[src/rtl/gesture_pixel_classifier.sv]
// Counts foreground pixels per frame, classifies the count against a threshold
// table and debounces the class over STABLE_N consecutive equal frames.
module gesture_pixel_classifier #(
    parameter int IMG_W    = 640,
    parameter int IMG_H    = 480,
    parameter int CNT_W    = 19,
    parameter int NUM_CLS  = 6,
    parameter int CLS_W    = 3,
    parameter int STABLE_N = 3
) (
    input  logic                       clk,
    input  logic                       rst_n,
    input  logic                       pix_valid,
    input  logic                       pix_bit,
    input  logic [9:0]                 xpos,
    input  logic [9:0]                 ypos,
    input  logic [NUM_CLS*CNT_W-1:0]   thr,
    output logic [CNT_W-1:0]           area_o,
    output logic [CLS_W-1:0]           class_o,
    output logic                       frame_done,
    output logic                       class_chg
);

    localparam logic [9:0]       X_LAST  = 10'(IMG_W - 1);
    localparam logic [9:0]       Y_LAST  = 10'(IMG_H - 1);
    localparam logic [CNT_W-1:0] ACC_MAX = {CNT_W{1'b1}};
    localparam logic [3:0]       RUN_MAX = 4'(STABLE_N);

    logic                 in_frame_reg;
    logic [CNT_W-1:0]     acc_reg;
    logic [CNT_W-1:0]     area_reg;
    logic [CLS_W-1:0]     raw_reg;
    logic                 frame_done_reg;
    logic [CLS_W-1:0]     cand_reg;
    logic [CLS_W-1:0]     cand_next;
    logic [3:0]           run_reg;
    logic [3:0]           run_next;
    logic [CLS_W-1:0]     class_reg;
    logic                 class_chg_reg;

    logic                 fs;
    logic                 fe;
    logic [CNT_W-1:0]     acc_plus;
    logic [NUM_CLS-1:0]   ge;
    logic [CLS_W-1:0]     raw_next;
    logic                 class_upd;

    assign fs = pix_valid && (xpos == 10'd0) && (ypos == 10'd0);
    assign fe = pix_valid && (xpos == X_LAST) && (ypos == Y_LAST);

    // Saturating add of the current pixel; also the final count on the FE cycle.
    assign acc_plus = (pix_bit && (acc_reg != ACC_MAX)) ? acc_reg + CNT_W'(1) : acc_reg;

    for (genvar gi = 0; gi < NUM_CLS; gi++) begin : g_thr
        assign ge[gi] = (acc_plus >= thr[gi*CNT_W +: CNT_W]);
    end

    always_comb begin
        raw_next = '0;
        for (int k = 0; k < NUM_CLS; k++) begin
            raw_next = raw_next + CLS_W'(ge[k]);
        end
    end

    always_comb begin
        cand_next = cand_reg;
        run_next  = run_reg;
        if (frame_done_reg) begin
            if (raw_reg == cand_reg) begin
                run_next = (run_reg >= RUN_MAX) ? RUN_MAX : run_reg + 4'd1;
            end else begin
                cand_next = raw_reg;
                run_next  = 4'd1;
            end
        end
    end

    assign class_upd = frame_done_reg && (run_next == RUN_MAX) && (cand_next != class_reg);

    always_ff @(posedge clk or negedge rst_n) begin
        if (!rst_n) begin
            in_frame_reg   <= 1'b0;
            acc_reg        <= '0;
            area_reg       <= '0;
            raw_reg        <= '0;
            frame_done_reg <= 1'b0;
        end else begin
            frame_done_reg <= 1'b0;
            if (fs) begin
                in_frame_reg <= 1'b1;
                acc_reg      <= CNT_W'(pix_bit);
            end else if (fe && in_frame_reg) begin
                in_frame_reg   <= 1'b0;
                area_reg       <= acc_plus;
                raw_reg        <= raw_next;
                frame_done_reg <= 1'b1;
            end else if (pix_valid && in_frame_reg) begin
                acc_reg <= acc_plus;
            end
        end
    end

    always_ff @(posedge clk or negedge rst_n) begin
        if (!rst_n) begin
            cand_reg      <= '0;
            run_reg       <= '0;
            class_reg     <= '0;
            class_chg_reg <= 1'b0;
        end else begin
            cand_reg      <= cand_next;
            run_reg       <= run_next;
            class_chg_reg <= class_upd;
            if (class_upd) begin
                class_reg <= cand_next;
            end
        end
    end

    assign area_o     = area_reg;
    assign class_o    = class_reg;
    assign frame_done = frame_done_reg;
    assign class_chg  = class_chg_reg;

endmodule

[config.mk]
export PLATFORM = sky130hd
export DESIGN_NAME = gesture_pixel_classifier
export DESIGN_NICKNAME = d
export VERILOG_FILES = /design/src/rtl/gesture_pixel_classifier.sv
export SDC_FILE = /design/constraint.sdc
export NUM_CORES = 1
export LEC_CHECK = 0
export CAP_MARGIN = 0
export CORE_MARGIN = 2
export CORE_UTILIZATION = 50
export DETAILED_ROUTE_END_ITERATION = 16
export HOLD_SLACK_MARGIN = 0.1
export MAX_ROUTING_LAYER = met4
export PLACE_DENSITY = 0.83
export SKIP_CTS_REPAIR_TIMING = 1
export SLEW_MARGIN = 20
export SYNTH_ARGS = -nofsm -noshare
export SYNTH_HDL_FRONTEND = slang
export SYNTH_SLANG_ARGS = --single-unit
export TNS_END_PERCENT = 1
[constraint.sdc]
create_clock -name clk -period 6.7 [get_ports clk]
set_clock_uncertainty 0.2 [all_clocks]
set_input_delay 1.005 -clock clk [delete_from_list [all_inputs] [get_ports clk]]
set_output_delay 1.005 -clock clk [all_outputs]
set_load 0.03 [all_outputs]
Word level (Yosys, flattened, before mapping)

Cells that the tools add are included.

Register bits after elaboration: 54
Bits of input ports: 138

Add/subtract/negate cells: 7
Order comparisons: 7
Equal/unequal tests: 7
Muxes and demuxes: 13
Bitwise operators: 1
Reductions and logical operators: 15

Operator list:

| cell                                                                                 | count |
|---|---|
| 19-bit greater-or-equal comparator                                                   | 6 |
| 19-bit 2-to-1 mux                                                                    | 4 |
| 10-bit logical NOT                                                                   | 2 |
| 19-bit by 1-bit adder with 19-bit output (second input constant)                     | 1 |
| 19-bit inequality test (second input constant)                                       | 1 |
| 4-bit 2-to-1 mux                                                                     | 3 |
| 10-bit equality test (second input constant)                                         | 1 |
| 10-bit by 9-bit equality test with 1-bit output (second input constant)              | 1 |
| 3-bit by 1-bit adder with 3-bit output                                               | 3 |
| 1-bit logical AND                                                                    | 9 |
| 3-bit 2-to-1 mux                                                                     | 2 |
| 4-bit by 1-bit adder with 4-bit output (second input constant)                       | 1 |
| 4-bit by 2-bit equality test with 1-bit output (second input constant)               | 1 |
| 4-bit by 2-bit greater-or-equal comparator with 1-bit output (second input constant) | 1 |
| 1-bit 2-to-1 mux                                                                     | 4 |
| 2-bit AND reduction                                                                  | 2 |
| 2-bit nonzero test                                                                   | 2 |
| 2-bit by 1-bit adder with 3-bit output                                               | 1 |
| 3-bit equality test                                                                  | 1 |
| 3-bit inequality test                                                                | 1 |
| 1-bit by 1-bit adder with 2-bit output                                               | 1 |
| 2-bit inequality test (second input constant)                                        | 1 |
| 1-bit inverter                                                                       | 1 |

Logic depth before layout (Yosys ltp)

Depth after elaboration: 9
Mapped depth: 22
Gate-level depth less buffers: 20

Worst setup path after synthesis

Ideal clock, no wire load.

Path kind: input port to flip-flop
Start: input pix_bit
End: register raw_reg[1]
Arrival: 4,892 ps
Required time: 6,384 ps
Slack: 1,492 ps
Stages on the path: 17
Buffers on the path: 1
Cell sequence: clkbuf_1 -> a21boi_0 -> xnor2_1 -> ha_1 -> nand2b_1 -> a211o_1 -> a221oi_1 -> o41a_1 -> o21ai_0 -> fa_1 -> inv_1 -> fa_1 -> inv_1 -> ha_1 -> fa_1 -> nand2_1 -> nand2_1

Longest elaborated chain between the ends: 8
Elaborated cells on any way between the ends: 13
Those cells by class: add/sub (5); order compare (6); mux (1); reduce/logical (1)

Ends and longest elaborated chain:

| element                                              | RTL line | text |
|---|---|---|
| start, declared                                      | 14       | `input logic pix_bit,` |
| 1-bit logical AND (*)                                | 52       | `assign acc_plus = (pix_bit && (acc_reg != ACC_MAX)) ? acc_reg + CNT_W'(1) : acc_reg;` |
| 19-bit 2-to-1 mux (*)                                | 52       |  |
| 19-bit greater-or-equal comparator                   | 55       | `assign ge[gi] = (acc_plus >= thr[gi*CNT_W +: CNT_W]);` |
| 1-bit by 1-bit adder with 2-bit output               | 61       | `raw_next = raw_next + CLS_W'(ge[k]);` |
| 2-bit by 1-bit adder with 3-bit output               | 61       |  |
| 3-bit by 1-bit adder with 3-bit output (2 in series) | 61       |  |
| 3-bit by 1-bit adder with 3-bit output (*)           | 61       |  |
| net raw_next[1]                                      | 45       | `logic [CLS_W-1:0] raw_next;` |
| end signal, assigned                                 | 95       | `raw_reg <= raw_next;` |
| end, declared                                        | 32       | `logic [CLS_W-1:0] raw_reg;` |

Mark *: on every way through the listed nets, which the timed path passes. The rest lies on a longest branch.
A chain may end at the register's enable or synchronous reset.

Worst setup path in the final report

Start: input pix_bit
End: register raw_reg[1]

Longest elaborated chain between the ends: 8
Elaborated cells on any way between the ends: 13
Those cells by class: add/sub (5); order compare (6); mux (1); reduce/logical (1)

Ends and longest elaborated chain:

| element                                              | RTL line | text |
|---|---|---|
| 1-bit logical AND (*)                                | 52       |  |
| 19-bit 2-to-1 mux (*)                                | 52       |  |
| net acc_plus[12]                                     | 43       | `logic [CNT_W-1:0] acc_plus;` |
| 19-bit greater-or-equal comparator                   | 55       |  |
| 1-bit by 1-bit adder with 2-bit output               | 61       |  |
| 2-bit by 1-bit adder with 3-bit output               | 61       |  |
| 3-bit by 1-bit adder with 3-bit output (2 in series) | 61       |  |
| 3-bit by 1-bit adder with 3-bit output (*)           | 61       |  |
| net raw_next[1]                                      | 45       |  |

Marked as above.

==> reports/results.tsv <==
metric	value	unit
dr.pass1.iters	4	
overflow	0	
ctsHtreeMaxLevel	2	
rsz0062_at_grt	false	
async_flop_share	1.00	
ys_seq_area_frac	0.230	
fp.coreArea	0.0115	mm²
max_freq	167	MHz
synth_area	0.00589	mm²
critPathKind	input port to register	
power_density	97.9	mW/mm²
ioPinCount	162	
drt-total-wl	16900	µm
clk_latency	0.30	ns
peakVddDrop	117	µV
antenna_found_initial	0	
n_antenna_cell	0	
critPathBufInv	4	
numPortBuffers	161	
fin_nets	1118	
synthCells	695	
slowest_delay	0.81	ns
synth-edff-count	0	
setup_violations	0	
yosysUniqueCellTypes	59	
dp_hpwl	13800	µm
worst-endpoint-required	6.74	ns
post-route-period-util	0.894	
critical_path.most_common_cell	fa_1	
timing.final.hold_violations	0	
cp.arrival	6.03	ns
num_vias	5761	
leakagePower	4.18	nW
remaining_drc_errors	0	
post-route-util	0.684	
hold_class	register to register	
critPathTopFamily	adder cells	
grt_pass1_wl	28000	µm
fillerInstances	924	
first_global_vias	5979	
drv_cap	0	
gp_congestion	0.904	
yosysWarnings	0	
crit_path_top_delay_cell	clkdlybuf4s50_1	
outcome	completed	
die_y	113	µm
drv_slew	0	
wire_per_inst	16.9	µm
start_util	0.513	
root_buffer	clkbuf_16	
tns	0	ns
grt_usage	0.279	
synth_fp_nets	953	
clock-sinks	54	
synth_ff_type	dfrtp_1	
synth_area_per_cell	8.47	µm²
via_per_inst	5.74	
rows	39	
cts_buffers	5	
drtIter0Drc	279	
endpoint_kind	register	
worst_pin_slew	1.01	ns
path_max_fanout	16	
ys_ff_latch	54	
cts_tree	done	
critPathLaunchType	input port	
area_growth	33.3	%
grt_max_degree	55	
cts_max_path_buffers	2	
path_clk_slew	0.07	ns
post-route-min-period	5.99	ns
relSlewSlack	0.326	
cp_cell_sequence	clkdlybuf4s50_1, and2_1, nand4b_1, xnor2_1, buf_4, ha_1, a21o_1, a221oi_1, o41a_1, o21ai_0, fa_1, inv_1, fa_1, inv_1, ha_1, fa_1, nand2_1, nand2_1	
dieWidth	113	µm
drive_gt1_frac	0.0616	
final_antenna_net_count	0	
die-area	0.0127	mm²
==> final cells by class <==
class | instances | area (µm²) | area share
clock inverters | 3 | 25.0 | 0.00319
multi-input cells | 506 | 4020 | 0.512
flip-flops and latches | 54 | 1350 | 0.172
repair buffers | 174 | 1700 | 0.217
inverters | 119 | 447 | 0.0569
clock buffers | 5 | 125 | 0.0159
well taps | 143 | 179 | 0.0228
==> cells by family (layout without fill, tap and decap cells) <==
group / count (synthesis) / in the layout / synth area share
AOI/OAI and AO/OA: 156 / 156 / 0.174
DFF: 54 / 54 / 0.230
and+or+nand+nor: 189 / 189 / 0.178
adders and majority gates: 120 / 120 / 0.259
xor gates and xnor gates: 18 / 18 / 0.0268
buffers and inverters: 135 / 301 / 0.0886
muxes: 23 / 23 / 0.0438
==> cells in the mapped netlist, types with 3 or more instances <==
| cell type | number | share of area |
|---|---|---|
| inv_1 | 118 | 0.075 |
| ha_1 | 117 | 0.25 |
| dfrtp_1 | 54 | 0.23 |
| a21oi_1 | 49 | 0.042 |
| nand2_1 | 47 | 0.030 |
| o21ai_0 | 24 | 0.020 |
| mux2_2 | 22 | 0.042 |
| nand4_1 | 22 | 0.023 |
| a21o_1 | 21 | 0.027 |
| nor2_1 | 21 | 0.013 |
| nand3_1 | 20 | 0.017 |
| and4_1 | 12 | 0.018 |
| nand2b_1 | 12 | 0.013 |
| xor2_1 | 10 | 0.015 |
| a211oi_1 | 9 | 0.011 |
| clkbuf_1 | 9 | 0.0057 |
| o31ai_1 | 8 | 0.010 |
| or4_1 | 8 | 0.010 |
| xnor2_1 | 8 | 0.012 |
| a211o_1 | 7 | 0.010 |
| o21a_1 | 7 | 0.0089 |
| and2_1 | 6 | 0.0064 |
| and3_1 | 6 | 0.0064 |
| buf_2 | 6 | 0.0051 |
| nor2b_1 | 6 | 0.0064 |
| nor3_1 | 6 | 0.0051 |
| or3_1 | 6 | 0.0064 |
| nor4_1 | 5 | 0.0053 |
| a221oi_1 | 4 | 0.0060 |
| o211ai_1 | 4 | 0.0051 |
| a31o_2 | 3 | 0.0045 |
| fa_1 | 3 | 0.010 |
| nand4b_1 | 3 | 0.0045 |
==> worst reg2reg max path: stages, from the launching register on <==
cell,delay (ns)
dfrtp_1,0.53
and4_1,0.26
and4_1,0.38
a21boi_0,0.23
xnor2_1,0.60
ha_1,0.35
nand2b_1,0.14
a211o_1,0.28
a221oi_1,0.38
o41a_1,0.18
o21ai_0,0.11
fa_1,0.52
inv_1,0.05
fa_1,0.53
inv_1,0.04
ha_1,0.20
fa_1,0.48
nand2_1,0.05
nand2_1,0.08
==> stage by stage <==
| stage | worst slack (ns) | area (µm²) | instances | hold slack (ns) | power, mW |
|---|---|---|---|---|---|
| after CTS | 0.702 | 7850 | 1004 | 0.294 | 0.770 |
| after global routing | 0.297 | 7850 | 1004 | 0.318 | 0.803 |
| after global placement | 0.449 | 7690 | 996 | 0.267 | 0.502 |
| final | 0.707 | 7850 | 1004 | 0.291 | 0.768 |
| after floorplan | 1.49 | 5890 | 695 | 0.267 | 0.397 |
| after detailed placement | 0.404 | 7690 | 996 | 0.277 | 0.507 |
==> final timing paths <==
check                                        start                      end  slack, ns  cells past startpoint
min reg2reg                 area_o[15]$_DFFE_PN0P_   area_o[15]$_DFFE_PN0P_       0.29                      2
max in group asynchronous                    rst_n  acc_reg[12]$_DFFE_PN0P_       5.22                      2
max reg2reg                acc_reg[11]$_DFFE_PN0P_   raw_reg[1]$_DFFE_PN0P_       1.04                     18
max                                        pix_bit   raw_reg[1]$_DFFE_PN0P_       0.71                     18
min in group asynchronous                    rst_n   class_o[1]$_DFFE_PN0P_       0.63                      2
min                         area_o[15]$_DFFE_PN0P_   area_o[15]$_DFFE_PN0P_       0.29                      2
==> layer usage <==
metal	vias to the layer above	wire [µm]	track usage
li1	2829	-	-
met1	2737	7400	0.343
met2	164	8310	0.491
met3	31	885	0.0313
met4	0	338	0.0707
met5	-	0	-
==> cell usage in the layout (no fill, tap or decap), types with 9 or more instances in the layout <==
| master | count |
|---|---|
| clkdlybuf4s50_1 | 160 |
| inv_1 | 118 |
| ha_1 | 117 |
| dfrtp_1 | 54 |
| a21oi_1 | 49 |
| nand2_1 | 47 |
| o21ai_0 | 24 |
| nand4_1 | 22 |
| mux2_2 | 22 |
| a21o_1 | 21 |
| nand3_1 | 20 |
| nor2_1 | 20 |
| buf_4 | 13 |
| and4_1 | 12 |
| nand2b_1 | 12 |
| xor2_1 | 10 |
| a211oi_1 | 9 |
==> power breakdown <==
group / switching (mW) / internal, mW / total, mW
combinational: 0.0700 / 0.106 / 0.176
sequential: 0.00000531 / 0.326 / 0.326
clock: 0.125 / 0.141 / 0.266
Power figures use the tool's default switching activity.
